<file path="src/rtl/fabric_cfg_pkg.sv">
// Shared definitions for the fabric configuration loader and the SoC-side config-port wrapper.
package fabric_cfg_pkg;

    localparam int WORD_W_DEFAULT = 32;

    localparam logic [1:0] ST_IDLE   = 2'd0;
    localparam logic [1:0] ST_FETCH  = 2'd1;
    localparam logic [1:0] ST_SHIFT  = 2'd2;
    localparam logic [1:0] ST_COMMIT = 2'd3;

    typedef enum logic [1:0] {
        IDLE   = ST_IDLE,
        FETCH  = ST_FETCH,
        SHIFT  = ST_SHIFT,
        COMMIT = ST_COMMIT
    } state_t;

endpackage

</file>
<file path="src/rtl/cfg_readback_deser.sv">
// Collects bits returning from the chain tail into readback words, bit 0 first.
module cfg_readback_deser #(
    parameter int WORD_W = 32
) (
    input  logic              clk,
    input  logic              rst,
    input  logic              sample_en_i,
    input  logic              sample_bit_i,
    input  logic              sample_last_i,
    output logic [WORD_W-1:0] rb_data_o,
    output logic              rb_valid_o
);

    localparam int IW = (WORD_W > 1) ? $clog2(WORD_W) : 1;

    logic [IW-1:0]     idx_q, idx_d;
    logic [WORD_W-1:0] acc_q, acc_d;
    logic [WORD_W-1:0] data_q, data_d;
    logic              valid_q, valid_d;
    logic [WORD_W-1:0] acc_next;

    // NOTE: every variable gets a default first so no path leaves it unassigned (no latches).
    always_comb begin
        idx_d    = idx_q;
        acc_d    = acc_q;
        data_d   = data_q;
        valid_d  = 1'b0;
        acc_next = acc_q;
        if (sample_en_i) begin
            acc_next[idx_q] = sample_bit_i;
            if (sample_last_i || (idx_q == IW'(WORD_W - 1))) begin
                // Accumulator restarts empty, so a partial final word reads 0 above its last bit.
                data_d  = acc_next;
                valid_d = 1'b1;
                acc_d   = '0;
                idx_d   = '0;
            end else begin
                acc_d = acc_next;
                idx_d = idx_q + IW'(1);
            end
        end
    end

    // NOTE: state registers use non-blocking assignments so all flops update together at the edge.
    always_ff @(posedge clk or posedge rst) begin
        if (rst) begin
            idx_q   <= '0;
            acc_q   <= '0;
            data_q  <= '0;
            valid_q <= 1'b0;
        end else begin
            idx_q   <= idx_d;
            acc_q   <= acc_d;
            data_q  <= data_d;
            valid_q <= valid_d;
        end
    end

    assign rb_data_o  = data_q;
    assign rb_valid_o = valid_q;

endmodule

</file>
<file path="src/rtl/fabric_config_loader.sv">
// Streams config words LSB-first into the fabric shift chain, commits with set_in, and reads the tail back.
module fabric_config_loader
    import fabric_cfg_pkg::*;
#(
    parameter int WORD_W    = WORD_W_DEFAULT,
    parameter int CHAIN_LEN = 300,
    parameter int CNT_W     = $clog2(CHAIN_LEN + 1)
) (
    input  logic              clk,
    input  logic              rst,
    input  logic              start,
    input  logic [WORD_W-1:0] word_data,
    input  logic              word_valid,
    output logic              word_ready,
    output logic              cen,
    output logic              shift_in,
    output logic              set_in,
    input  logic              chain_out,
    output logic [WORD_W-1:0] rb_data,
    output logic              rb_valid,
    output logic              busy,
    output logic              done
);

    localparam int BW = $clog2(WORD_W + 1);

    state_t            state_q, state_d;
    logic [CNT_W-1:0]  remaining_q, remaining_d;
    logic [BW-1:0]     bits_q, bits_d;
    logic [WORD_W-1:0] shreg_q, shreg_d;
    logic              done_q, done_d;

    logic shift_cycle;
    logic last_bit;

    assign shift_cycle = (state_q == SHIFT);
    assign last_bit    = shift_cycle && (remaining_q == CNT_W'(1));

    always_comb begin
        state_d     = state_q;
        remaining_d = remaining_q;
        bits_d      = bits_q;
        shreg_d     = shreg_q;
        done_d      = 1'b0;
        case (state_q)
            IDLE: begin
                if (start) begin
                    state_d     = FETCH;
                    remaining_d = CNT_W'(CHAIN_LEN);
                end
            end
            FETCH: begin
                if (word_valid) begin
                    shreg_d = word_data;
                    // The final word may be partial; its upper bits are simply never shifted.
                    if (int'(remaining_q) >= WORD_W) begin
                        bits_d = BW'(WORD_W);
                    end else begin
                        bits_d = BW'(remaining_q);
                    end
                    state_d = SHIFT;
                end
            end
            SHIFT: begin
                shreg_d     = shreg_q >> 1;
                remaining_d = remaining_q - CNT_W'(1);
                bits_d      = bits_q - BW'(1);
                if (bits_q == BW'(1)) begin
                    state_d = (remaining_q == CNT_W'(1)) ? COMMIT : FETCH;
                end
            end
            COMMIT: begin
                state_d = IDLE;
                done_d  = 1'b1;
            end
            default: state_d = IDLE;
        endcase
    end

    // NOTE: the word shift register is cleared on reset too, so no stale config is ever replayed.
    always_ff @(posedge clk or posedge rst) begin
        if (rst) begin
            state_q     <= IDLE;
            remaining_q <= '0;
            bits_q      <= '0;
            shreg_q     <= '0;
            done_q      <= 1'b0;
        end else begin
            state_q     <= state_d;
            remaining_q <= remaining_d;
            bits_q      <= bits_d;
            shreg_q     <= shreg_d;
            done_q      <= done_d;
        end
    end

    // Chain controls decode from registered state only, so reset forces them low immediately.
    assign word_ready = (state_q == FETCH);
    assign cen        = shift_cycle;
    assign shift_in   = shift_cycle & shreg_q[0];
    assign set_in     = (state_q == COMMIT);
    assign busy       = (state_q != IDLE);
    assign done       = done_q;

    cfg_readback_deser #(
        .WORD_W(WORD_W)
    ) u_readback (
        .clk          (clk),
        .rst          (rst),
        .sample_en_i  (shift_cycle),
        .sample_bit_i (chain_out),
        .sample_last_i(last_bit),
        .rb_data_o    (rb_data),
        .rb_valid_o   (rb_valid)
    );

    a_chain_excl: assert property (@(posedge clk) disable iff (rst) !(cen && set_in));
    a_shift_quiet: assert property (@(posedge clk) disable iff (rst) (!cen) |-> !shift_in);

endmodule
</file>
<file path="config.mk">
export PLATFORM = sky130hd
export DESIGN_NAME = fabric_config_loader
export DESIGN_NICKNAME = d
export VERILOG_FILES = /design/src/rtl/fabric_cfg_pkg.sv /design/src/rtl/cfg_readback_deser.sv /design/src/rtl/fabric_config_loader.sv
export SDC_FILE = /design/constraint.sdc
export NUM_CORES = 1
export LEC_CHECK = 0
export CELL_PAD_IN_SITES_DETAIL_PLACEMENT = 1
export CELL_PAD_IN_SITES_GLOBAL_PLACEMENT = 2
export CORE_MARGIN = 3
export CORE_UTILIZATION = 35
export CTS_BUF_LIST = sky130_fd_sc_hd__clkbuf_16
export DETAILED_ROUTE_END_ITERATION = 10
export PLACE_DENSITY_LB_ADDON = 0.05
export SLEW_MARGIN = 20
export SYNTH_ARGS = -nofsm -noshare
export SYNTH_HDL_FRONTEND = slang
export SYNTH_SLANG_ARGS = --single-unit
</file>
<file path="constraint.sdc">
create_clock -name clk -period 4.9 [get_ports clk]
set_clock_uncertainty 0.1 [all_clocks]
set_input_delay 0.49 -clock clk [delete_from_list [all_inputs] [get_ports clk]]
set_output_delay 0.49 -clock clk [all_outputs]
set_load 0.03 [all_outputs]
</file>
* Word-level counts from Yosys, hierarchy flattened *
Cells that the tools add are included.

word-level totals
  register bits = 120
  bits in latches = 0
  RAM bits = 0
  memory bits (read-only) = 0
  bits of input ports = 37
  output and inout port bits = 39
  memories kept = 0

operators by class
  add/sub/neg operators = 3
  $mul = 0
  divide/modulo/power cells = 0
  $lt $le $gt $ge = 3
  equal/unequal tests = 9
  shifts and indexed selects = 0
  muxes and demuxes = 20
  bitwise gates (word level) = 1
  reductions and logical operators = 11

operators by type and width
  cell                   count
  $mux W32               2
  $pmux W32 S2           1
  $bwmux W32             1
  $pmux W9 S2            1
  $mux W6                2
  $pmux W6 S2            1
  $eq A9 B1 Y1 const B   1
  $ge A9 B6 Y1 const B   1
  $mux W9                1
  $sub A9 B1 Y9 const B  1
  $mux W2                4
  $pmux W2 S4            1
  $eq A6 B1 Y1 const B   1
  $lt A5 B6 Y1 const B   1
  $reduce_and A2 Y1      3
  $reduce_bool A2 Y1     3
  $sub A6 B1 Y6 const B  1
  $add A5 B1 Y5 const B  1
  $demux W1 S5           1
  $eq A5 B5 Y1 const B   1
  $ge A5 B1 Y1 const B   1
  $mux W5                1
  $eq A2 B2 Y1 const B   2
  $mux W1                4
  other kinds (8)        10

* Depth between registers and ports, before layout *
Gate-level depths: netlist of the first run.

  word-level depth = 6
  depth in mapped cells = 8
  gate-level depth less buffers = 7

* Cells and area by module *
A second synthesis of the first run with hierarchy kept.

unflattened totals
  cells, all modules = 588
  area total of the unflattened synthesis = 6068.3 um2

modules (own cells, without submodules)
  module                times used  cells an instance  area an instance (um2)
  cfg_readback_deser    1           340                3594.7
  fabric_config_loader  1           248                2473.6

* Least setup slack after synthesis of the first run *
OpenSTA, ideal clock, no wires.

  kind = reg-to-output
  start point = register state_q[0]
  end point = output shift_in
  data arrival time = 1352 ps
  slack = 2958 ps
  stages on the path, launching flop included = 5
  buffers on the path = 1
  cell sequence = dfrtp_1 > nand2b_1 > inv_1 > clkbuf_1 > and2_1

on the way
  word-level cells in the longest chain between the ends = 2

RTL lines
  what                      RTL line                     source
  start: declaration        fabric_config_loader.sv:27   state_t state_q, state_d;
  start signal: assignment  fabric_config_loader.sv:89   state_q <= state_d;
  $eq A2 B2 Y1              fabric_config_loader.sv:36   assign shift_cycle = (state_q == SHIFT);
  $and A1 B1 Y1             fabric_config_loader.sv:100  assign shift_in = shift_cycle & shreg_q[0];
  end: declaration          fabric_config_loader.sv:16   output logic shift_in,

Every way passes these cells.

* Worst setup path after layout of the first run *
  start point = register state_q[1]
  end point = output cen

on the way
  word-level cells in the longest chain between the ends = 1

RTL lines
  what              RTL line                    source
  $eq A2 B2 Y1      fabric_config_loader.sv:36
  end: declaration  fabric_config_loader.sv:15  output logic cen,

Every way passes these cells.

==> run_results.csv, run 1 <==
group,metric,value,unit
synth,async_flop_share,1.00,
critical_path,crit_path_end_kind,"output port",
floorplanning,floorplan.die_area,18400,sq um
floorplanning,core.rowCount,46,
min_path,min_path_type,"reg2reg",
power_and_ir_drop,power_switching_share,0.356,
floorplanning,start_util,0.363,
drt,drt-vias-per-instance,5.16,
power_and_ir_drop,power_density,526,nW/um^2
power_and_ir_drop,intPower,2.47,mW
global_route,grt_pass1_vias,5056,
final_layout,antenna_cells,0,
global_route,grt_pass1_wl,25500,microns
global_route,grt_overflow,0,
sta,setup_viol,0,
critical_path,worstPathRequired,4.31,ns
final_layout,final_cell_mix,"dfrtp_1, clkdlybuf4s50_1, o21ai_0, mux2i_1, nand2_1",
clock_tree,cts_sinks,120,
synth,yosysSeqAreaShare,0.511,
synth,synthesis.nets,651,
place,portBuffers,75,
critical_path,critical-path-top-delay-family,"buffers and inverters",
power_and_ir_drop,p_comb_frac,0.297,
sta,max_freq,0.306,GHz
sta,fin_crit,3.26,ns
run_status,outcome,"finished clean",
place,dp_hpwl,9810,microns
floorplanning,die_y,136,microns
clock_tree,clk_latency,0.41,ns
clock_tree,postCtsSetupBuffers,0,
power_and_ir_drop,p_leak,3.32,nW
drt,drt_iter0_drc,269,
drt,wl_per_cell,17.0,microns
clock_tree,path_clk_slew,0.05,ns
run,drv_cap,0,
place,dp.cells,860,
synth,ys.flop_type,"dfrtp_1",
critical_path,r2r_start,"u_readback.idx_q[0]",
power_and_ir_drop,pwr-share-clk,0.317,
sta,rsz0062_at_grt,"false",
synth,synthCells,605,
drt,detail_route.drc_violations,0,
critical_path,worstSetupPathDepth,4,
critical_path,crit_start,"state_q[1]",
drt,vias,4595,
drt,drt_wl_total,15100,microns
critical_path,cpMaxStageDelayCell,"clkdlybuf4s50_1",
clock_tree,cts_made_buffers,17,
critical_path,cp-start-kind,"flip-flop",
clock_tree,ctsHoldBuffers,0,
final_layout,multi_input_comb_area,2470,sq um
critical_path,r2r_slack,1.78,ns
global_route,antenna_found_initial,0,
global_route,track_usage,0.174,
critical_path,crit_chain,"nand2b_2, inv_2, buf_4, clkdlybuf4s50_1",
synth,synth_edf_count,0,
clock_tree,cts_root_buf,"clkbuf_16",
final_layout,final_common_cell,"dfrtp_1",
sta,min_period_over_period,0.666,
synth,synthesis.area,5870,sq um
synth,synth-seq-cells,120,
final_layout,register_area,3000,sq um
critical_path,cp_max_fo,59,
final_layout,instances_no_fill,891,
critical_path,crit_type,"reg2out",
floorplanning,core,16200,sq um
sta,holdWs,0.385,ns
sta,tightest_slew,0.807,ns
sta,finalHoldViolCount,0,
final_layout,layout.nets,709,
clock_tree,clk_path_buf_depth,2,
place,gp_congestion,0.760,
global_route,grt_max_degree,78,
critical_path,reg2reg_to,"u_readback.acc_q[26]",
synth,avgSynthCellArea,9.71,sq um
power_and_ir_drop,p_switching,1.37,mW
floorplanning,io_pins,76,
final_layout,nFillCells,1821,
floorplanning,die_w,136,microns
synth,synth_cell_types,40,
critical_path,cp_slowest_stage_delay,0.77,ns
drt,ant_nets,0,
sta,drv_slew,0,
critical_path,r2r_cells,7,
clock_tree,cts_tree,"built",
final_layout,syn2layout_area_growth,24.1,%
power_and_ir_drop,seqPwrFrac,0.386,
synth,synth_warnings,0,
clock_tree,cts_htree_levels,4,
sta,slew_headroom,0.462,
final_layout,drive_gt1_frac,0.0593,
critical_path,crit_buf_inv,3,
clock_tree,cts_resized,0,
sta,fin_setup_tns,0,ns
power_and_ir_drop,peakVddDrop,0.000267,V
drt,firstDrtPassIters,4,
critical_path,critical_path.endpoint,"cen",
critical_path,arrival,2.67,ns
[area by class of cell]
class | count | area share
Clock buffer | 17 | 0.0584
Multi-Input combinational cell | 397 | 0.339
Clock inverter | 14 | 0.0192
Sequential cell | 120 | 0.412
Timing Repair Buffer | 83 | 0.111
Tap cell | 216 | 0.0371
Inverter | 44 | 0.0230
[registers in the layout, indices dropped and copies added (netlist names)]
name and flops:
u_readback.idx_q 5, state_q 2, remaining_q 9, shreg_q 32
u_readback.rb_valid_o 1, done 1, u_readback.acc_q 32, bits_q 6
u_readback.rb_data_o 32
[synthesized netlist by cell type, types with 2 or more instances]
cell type	n	area [sq um]
o21ai_1	32	160
o22ai_1	33	206
o21ai_0	74	370
and2_1	4	25.0
nand4_1	3	18.8
buf_2	11	55.1
buf_1	4	15.0
ha_1	9	113
nor2_1	15	56.3
a41oi_1	2	17.5
xor2_1	6	52.6
a21oi_1	37	185
nor4_1	3	18.8
nand3_1	25	125
nand2_1	62	233
nand2b_1	2	12.5
buf_6	7	78.8
clkbuf_1	20	75.1
mux2i_1	63	631
buf_4	2	15.0
a31oi_1	2	12.5
a32oi_1	3	26.3
inv_1	44	165
dfrtp_1	120	3000
nor2b_1	7	43.8
[how the worst min path moves through the flow]
stage | from | end | slack (ns) | depth (start not counted)
global placement | shreg_q[17] | shreg_q[16] | 0.36 | 2
CTS | shreg_q[30] | shreg_q[29] | 0.39 | 2
floorplan | shreg_q[31] | shreg_q[30] | 0.35 | 2
finish | shreg_q[30] | shreg_q[29] | 0.39 | 2
detailed placement | shreg_q[25] | shreg_q[24] | 0.37 | 2
global route | shreg_q[30] | shreg_q[29] | 0.42 | 2
[worst min-delay path: cells and delay by family, from the launching register on]
| kind | cells | cell delay, ns |
|---|---|---|
| compound gates | 1 | 0.06 |
| flops | 1 | 0.34 |
| simple gates | 1 | 0.05 |
[through the flow]
step / instance area [sq um] / setup WS, ns / total power [mW] / utilization
after floorplan: 5870 / 1.12 / 2.29 / -
after global placement: 6720 / 1.91 / 2.58 / 0.416
after detailed placement: 6720 / 1.80 / 2.65 / 0.416
after CTS: 7290 / 1.62 / 3.88 / 0.450
after global routing: 7290 / 1.46 / 4.10 / 0.450
final: 7290 / 1.64 / 3.83 / 0.450
[metal layers]
metal	wire length, microns	GRT usage	vias to the layer above
met1	6880	0.219	2298
li1	-	-	2214
met5	0	0	-
met4	245	0.0599	0
met3	461	0.0405	16
met2	7530	0.296	67
[power groups by stage]
stage,Combinational (mW),Clock [mW],Sequential [mW]
2_1_floorplan,0.861,0,1.43
3_3_place_gp,1.11,0,1.47
3_5_place_dp,1.16,0,1.49
4_1_cts,1.16,1.24,1.48
5_1_grt,1.29,1.29,1.52
6_report,1.14,1.22,1.48
[cell families after synthesis]
logic type	count (synthesis)	synth area share
mux	63	0.107
compound gates	191	0.180
xor+xnor	7	0.0104
fa+ha+maj	9	0.0192
simple gates	127	0.103
buf+inv	88	0.0688
flops	120	0.511
Power figures use the tool's default switching activity.
==> run 2, diff against run 1 <==
Clock period 4.9 ns to 3.1 ns, I/O delays scaled along.
==> run 2 against run 1 <==
Compared with the run above: core utilization decreased by 0.17 points; critical endpoint is now shift_in; flip-flop and latch count unchanged; sequential power increased by 58%; cell count decreased by 0.11%; critical path type unchanged.
==> run_results.csv, run 2 (same netlist as run 1, synthesis figures left out) <==
group,metric,value,unit
critical_path,worstPathRequired,2.69,ns
global_route,grt_max_degree,78,
clock_tree,cts_root_buf,"clkbuf_16",
run_status,outcome,"finished clean",
drt,wl_per_cell,16.5,microns
final_layout,final_cell_mix,"dfrtp_1, clkdlybuf4s50_1, o21ai_0, mux2i_1, nand2_1",
floorplanning,core.rowCount,46,
min_path,min_path_type,"in2async",
drt,drt_iter0_drc,224,
global_route,grt_overflow,0,
critical_path,critical-path-top-delay-family,"buffers and inverters",
power_and_ir_drop,p_comb_frac,0.306,
critical_path,crit_buf_inv,2,
power_and_ir_drop,p_switching,2.12,mW
sta,max_freq,0.417,GHz
floorplanning,floorplan.die_area,18400,sq um
drt,ant_nets,0,
global_route,track_usage,0.168,
critical_path,arrival,1.99,ns
run,drv_cap,0,
clock_tree,cts_sinks,120,
critical_path,r2r_cells,7,
sta,fin_setup_tns,0,ns
sta,slew_headroom,0.440,
critical_path,cp_slowest_stage_delay,0.67,ns
drt,drt_wl_total,14700,microns
floorplanning,start_util,0.363,
drt,drt-vias-per-instance,5.12,
power_and_ir_drop,pwr-share-clk,0.293,
clock_tree,path_clk_slew,0.05,ns
clock_tree,cts_htree_levels,4,
critical_path,cp_max_fo,7,
sta,drv_slew,0,
power_and_ir_drop,power_density,805,nW/um^2
clock_tree,ctsHoldBuffers,0,
power_and_ir_drop,p_leak,3.31,nW
global_route,grt_pass1_wl,24700,microns
clock_tree,cts_resized,0,
sta,holdWs,0.320,ns
clock_tree,clk_latency,0.41,ns
clock_tree,clk_path_buf_depth,2,
place,portBuffers,75,
drt,vias,4558,
sta,min_period_over_period,0.774,
final_layout,final_common_cell,"dfrtp_1",
floorplanning,io_pins,76,
power_and_ir_drop,power_switching_share,0.362,
drt,firstDrtPassIters,4,
power_and_ir_drop,peakVddDrop,0.000442,V
sta,rsz0062_at_grt,"false",
sta,fin_crit,2.40,ns
sta,setup_viol,0,
critical_path,crit_path_end_kind,"output port",
final_layout,nFillCells,1820,
final_layout,antenna_cells,0,
final_layout,multi_input_comb_area,2470,sq um
floorplanning,die_y,136,microns
critical_path,crit_chain,"nand2b_2, inv_2, and2_1, clkdlybuf4s50_1",
critical_path,worstSetupPathDepth,4,
floorplanning,die_w,136,microns
final_layout,drive_gt1_frac,0.0579,
clock_tree,postCtsSetupBuffers,0,
drt,detail_route.drc_violations,0,
final_layout,syn2layout_area_growth,23.6,%
final_layout,register_area,3000,sq um
power_and_ir_drop,seqPwrFrac,0.401,
sta,finalHoldViolCount,0,
critical_path,cpMaxStageDelayCell,"clkdlybuf4s50_1",
place,dp_hpwl,9400,microns
final_layout,layout.nets,711,
global_route,grt_pass1_vias,4786,
clock_tree,cts_tree,"built",
clock_tree,cts_made_buffers,17,
place,gp_congestion,0.734,
power_and_ir_drop,intPower,3.73,mW
global_route,antenna_found_initial,0,
floorplanning,core,16200,sq um
critical_path,crit_type,"reg2out",
sta,tightest_slew,0.839,ns
critical_path,cp-start-kind,"flip-flop",
## run 2: cell count changes in the layout (fill, tap and decap cells not counted), sizes merged
cell / previous run / this run
buf: 8 / 10
bufinv: 3 / 1
clkinv: 10 / 7
clkinvlp: 0 / 1
inv: 45 / 46
## run 2: metal layers
layer  up-vias  GRT usage  part of all wire
met5         -          0                 0
met4         0     0.0560             0.013
met3        15     0.0420             0.040
met2        72      0.276              0.49
met1      2247      0.219              0.46
li1       2224          -                 -
## run 2: final cells by class
class	instances	area share
Clock buffer	17	0.0586
Clock inverter	11	0.00983
Inverter	44	0.0233
Multi-Input combinational cell	397	0.340
Sequential cell	120	0.414
Tap cell	216	0.0372
Timing Repair Buffer	85	0.117
## run 2: path summary, 6_finish.rpt
check                                    start                    to  slack [ns]
hold reg to reg                     shreg_q[9]            shreg_q[8]        0.38
hold / removal                             rst            shreg_q[8]        0.32
min in group clk                 word_data[31]           shreg_q[31]        0.37
setup reg to reg           u_readback.idx_q[0]  u_readback.acc_q[13]        0.83
max in group asynchronous                  rst             bits_q[1]        1.88
setup / recovery                    state_q[0]              shift_in        0.70
## run 2: through the flow
step	area, sq um	worst slack (ns)	utilization	power [mW]	std cells
2_1_floorplan	5880	1.18	-	3.62	605
3_3_place_gp	6760	0.946	0.418	4.11	862
3_5_place_dp	6760	0.876	0.418	4.18	862
4_1_cts	7260	0.674	0.449	5.94	890
5_1_grt	7260	0.626	0.449	6.28	890
6_report	7260	0.702	0.449	5.85	890
## run 2: worst reg2reg max path, cell delays in order, from the launching register on
cell and delay, ns:
dfrtp_1 0.41, ha_1 0.32, and3_1 0.23, ha_1 0.21, a31oi_4 0.18, buf_4 0.40, a21oi_1 0.17, o22ai_1 0.17
## run 2: power by group through the flow
stage / Clock, mW / Combinational (mW) / Sequential (mW)
finish: 1.71 / 1.79 / 2.34
global route: 1.85 / 2.02 / 2.41
CTS: 1.77 / 1.83 / 2.34
detailed placement: 0 / 1.82 / 2.36
global placement: 0 / 1.77 / 2.34
floorplan: 0 / 1.36 / 2.25
==> run 3, diff against run 2 <==
Settings changed: CORE_UTILIZATION 35 to 32.
Clock period 3.1 ns to 2.1 ns, I/O delays scaled along.
==> run 3 against run 2 <==
Compared with the run above: flip-flop and latch count stayed put; non-clock buffer count is 19 higher; critical path depth is 3 higher; combinational power is 63% higher; clock power is 59% higher; critical path type is now reg2reg.
==> run_results.csv, run 3 (same netlist as run 1, synthesis figures left out) <==
group,metric,value,unit
run_status,outcome,"finished clean",
sta,max_freq,0.504,GHz
drt,vias,4660,
place,place_ws,0.0818,ns
critical_path,worstPathRequired,2.31,ns
power_and_ir_drop,power_density,1200,nW/um^2
clock_tree,ctsHoldBuffers,0,
sta,finalWorstSetupSlack,0.115,ns
sta,rsz0062_at_grt,"true",
critical_path,critical-path-top-delay-family,"adder cells",
final_layout,drive_gt1_frac,0.0920,
critical_path,cp_max_fo,10,
clock_tree,path_clk_slew,0.05,ns
clock_tree,clk_path_buf_depth,2,
clock_tree,cts_sinks,120,
critical_path,r2r_slack,0.11,ns
critical_path,cp_common_cell,"ha_1",
global_route,track_usage,0.161,
drt,ant_nets,0,
sta,drv_slew,0,
sta,finalHoldViolCount,0,
sta,slew_headroom,0.640,
global_route,grt_pass1_vias,5063,
sta,tightest_slew,0.541,ns
final_layout,layout.nets,730,
clock_tree,cts_root_buf,"clkbuf_16",
sta,setup_viol,0,
power_and_ir_drop,p_leak,3.46,nW
drt,firstDrtPassIters,4,
place,gp_congestion,0.738,
drt,drt_iter0_drc,125,
global_route,antenna_found_initial,0,
critical_path,arrival,2.20,ns
drt,detail_route.drc_violations,0,
final_layout,final_cell_mix,"dfrtp_1, o21ai_0, clkdlybuf4s50_1, mux2i_1, nand2_1",
critical_path,cpMaxStageDelayCell,"dfrtp_1",
sta,fin_crit,1.99,ns
drt,drt_wl_total,15500,microns
global_route,grt_max_degree,78,
power_and_ir_drop,peakVddDrop,0.000657,V
critical_path,crit_type,"reg2reg",
final_layout,syn2layout_area_growth,28.1,%
floorplanning,start_util,0.333,
run,drv_cap,0,
final_layout,antenna_cells,0,
floorplanning,core,17700,sq um
min_path,min_path_type,"in2async",
critical_path,cp-start-kind,"flip-flop",
final_layout,final_common_cell,"dfrtp_1",
place,placed_area,6940,sq um
clock_tree,cts_tree,"built",
critical_path,cp_slowest_stage_delay,0.41,ns
critical_path,crit_chain,"ha_1, and3_1, ha_1, a31oi_4, nand3_1, buf_4, o22ai_1",
clock_tree,clk_latency,0.41,ns
global_route,grt_pass1_wl,25900,microns
drt,wl_per_cell,16.8,microns
final_layout,stdcell_area,7520,sq um
place,dp_hpwl,10200,microns
critical_path,crit_path_end_kind,"flip-flop",
clock_tree,cts_htree_levels,4,
floorplanning,die_w,141,microns
place,portBuffers,75,
floorplanning,die_y,141,microns
drt,drt-vias-per-instance,5.06,
clock_tree,cts_made_buffers,17,
global_route,grt_overflow,0,
floorplanning,core.rowCount,48,
sta,min_period_over_period,0.945,
floorplanning,floorplan.die_area,20000,sq um
floorplanning,io_pins,76,
critical_path,crit_buf_inv,1,
[run 3: changes by cell type in the layout (fill, tap and decap cells not counted), sizes merged]
cell           change
inv                -1
dlygate4sd2        +2
buf               +20
clkinvlp           +2
clkdlybuf4s50      -5
dlymetal6s2s       +1
bufinv             +1
clkbuf             +1
clkinv             +1
[run 3: worst paths after layout]
check / to / cells after the start / start
max in group asynchronous: remaining_q[7] / 3 / rst
min reg2reg: shreg_q[22] / 2 / shreg_q[23]
max reg2reg: u_readback.acc_q[5] / 7 / u_readback.idx_q[0]
min in group clk: shreg_q[31] / 3 / word_data[31]
min: u_readback.acc_q[13] / 3 / rst
max: u_readback.acc_q[5] / 7 / u_readback.idx_q[0]
[run 3: layout make-up]
cell class              instances  area (sq um)
clock buffers                  17           425
clock inverters                14           118
fillers                      1989         10100
inverters                      44           176
multi-input cells             397          2470
flip-flops and latches        120          3000
well taps                     225           282
repair buffers                104          1050
[run 3: worst reg2reg max path, delay by kind of cell, from the launching register on]
| kind | cells | cell delay (ns) |
|---|---|---|
| AO/OA/AOI/OAI | 2 | 0.43 |
| buffers and inverters | 1 | 0.20 |
| flip-flops | 1 | 0.41 |
| AND/OR/NAND/NOR | 2 | 0.33 |
| adder cells (fa/ha/maj) | 2 | 0.43 |
[run 3: through the flow]
stage	utilization	hold slack (ns)	instances	setup TNS (ns)	power, mW
after floorplan	-	0.252	605	0	5.34
after global placement	0.393	0.364	889	0	6.27
after detailed placement	0.393	0.368	889	0	6.42
after CTS	0.424	0.186	920	0	9.19
after global routing	0.426	0.207	921	-0.0269	9.73
final	0.426	0.166	921	0	9.03
[run 3: repair_timing]
item	4_1_cts	5_1_grt
buffers inserted	0	0
cloned	0	1
resized for setup	3	5
endpoints found under the setup margin	4	19
[run 3: power by group]
| part | internal (mW) | switching [mW] |
|---|---|---|
| sequential | 2.95 | 0.463 |
| clock | 1.70 | 1.02 |
| combinational | 1.16 | 1.75 |
| total | 5.81 | 3.23 |
[run 3: metal layers]
metal / wire length, microns / part of all wire / GRT usage
met5: 0 / 0 / 0
met4: 204 / 0.013 / 0.0561
met3: 527 / 0.034 / 0.0384
met2: 7810 / 0.51 / 0.273
met1: 6920 / 0.45 / 0.200
==> RTL edit (config.mk and constraints of run 1) <==
Take the reset off `data_q` and load it in a clocked block of its own.
--- a/src/rtl/cfg_readback_deser.sv
+++ b/src/rtl/cfg_readback_deser.sv
@@ -47,12 +47,14 @@
             idx_q   <= '0;
             acc_q   <= '0;
-            data_q  <= '0;
             valid_q <= 1'b0;
         end else begin
             idx_q   <= idx_d;
             acc_q   <= acc_d;
-            data_q  <= data_d;
             valid_q <= valid_d;
         end
+    end
+
+    always_ff @(posedge clk) begin
+        data_q <= data_d;
     end
 
Function: same outputs for any inputs over 10 cycles, from zero or initial values and one cycle with rst high; that may be too few to reach the edited logic, so the function may still have changed.
==> RTL edit against run 1 <==
  * Area after synthesis shrank 2.7%
  * Critical path depth unchanged
  * Die area shrank 2.6%
  * Critical path type unchanged
  * Synthesized cell count down 6.4%
  * Routed wire length shrank 6.6%
  * Setup slack improved by 0.38 ns
  * Power is 6.6% higher
  * Design area down 1.3%
  * Highest routed layer unchanged
  * Utilization is essentially flat
  * Sequential share of layout area rose by 2.8 points
  * Sequential cell count stayed put
==> RTL edit: results (changes against run 1) <==
[status]
status = complete, no violations  ; unchanged

[grt]
grt_pass1_vias = 4690  ; was 5056
met3_usage = 0.0413  ; was 0.0405
grt_max_degree = 109  ; was 78
use_met1 = 0.212  ; was 0.219
grt_pass1_wl_um = 24000  ; was 25500 um

[layout]
areaGrowthSynthToFinish_pct = 25.8  ; was 24.1%
inverters = 43  ; was 44
drive_gt1_frac = 0.0769  ; was 0.0593
seq_share = 0.440  ; was 0.412
nonClkBufAreaFrac = 0.109  ; was 0.111
fin_cells = 853  ; was 891
multi_input_area_sq_um = 2220  ; was 2470 sq um
fillers = 1792  ; was 1821
nets = 670  ; was 709

[synth]
syn_area_per_cell_sq_um = 10.1  ; was 9.71 sq um
synth_fa_ha_area_frac = 0.0197  ; was 0.0192
synth-compound-area-share = 0.0996  ; was 0.180
synth.area.mux_share = 0.0631  ; was 0.107
synthesis.nets = 612  ; was 651
synth_common_cells = 108 x nand2_1, 88 x dfrtp_1, 42 x inv_1  ; was 120 x dfrtp_1, 74 x o21ai_0, 63 x mux2i_1
seq_area_frac_synth = 0.554  ; was 0.511
synth_area_leaders = dfrtp_1 39%, edfxtp_1 17%, nand2_1 7.1%  ; was dfrtp_1 51%, mux2i_1 11%, o21ai_0 6.3%
synth_edf_count = 32  ; was 0
synth-xor-area-share = 0.00307  ; was 0.0104

[drt]
first_pass_iters = 5  ; was 4
wl_met2_um = 7060  ; was 7530 um
num_vias = 4383  ; was 4595
totalWireLength_um = 14100  ; was 15100 um
wl_met1_um = 6360  ; was 6880 um

[power_and_ir_drop]
internal_power_uw = 2630  ; was 2470 uW
p_seq_frac = 0.398  ; was 0.386
pwr-share-clk = 0.306  ; was 0.317

[placement]
pre_cts_ws_ns = 2.07  ; was 1.80 ns
dp_hpwl_um = 8710  ; was 9810 um
globalplace.congestion = 0.795  ; was 0.760

[sta]
max_slew_margin = 0.302  ; was 0.462

[setup_path]
arrival_ns = 2.29  ; was 2.67 ns

## RTL edit: cell count changes after synthesis, moves of 15 or more
cell,run 1,this run
nand2_1,62,108
o21ai_0,74,39
a21oi_1,37,4
dfrtp_1,120,88
edfxtp_1,0,32
o22ai_1,33,2
a31oi_1,2,31
o21ai_1,32,3
mux2i_1,63,36
nor2_1,15,34
nand3_1,25,10
## RTL edit: worst paths after layout
path	from	to	slack [ns]	cells past startpoint
setup / recovery	state_q[0]	shift_in	2.02	4
hold / removal	u_readback.acc_q[21]	u_readback.acc_q[21]	0.38	2
setup reg to reg	u_readback.idx_q[2]	u_readback.rb_data_o[1]	2.20	5
hold reg to reg	u_readback.acc_q[21]	u_readback.acc_q[21]	0.38	2
max in group asynchronous	rst	u_readback.idx_q[3]	3.28	3
min in group asynchronous	rst	done	0.45	2
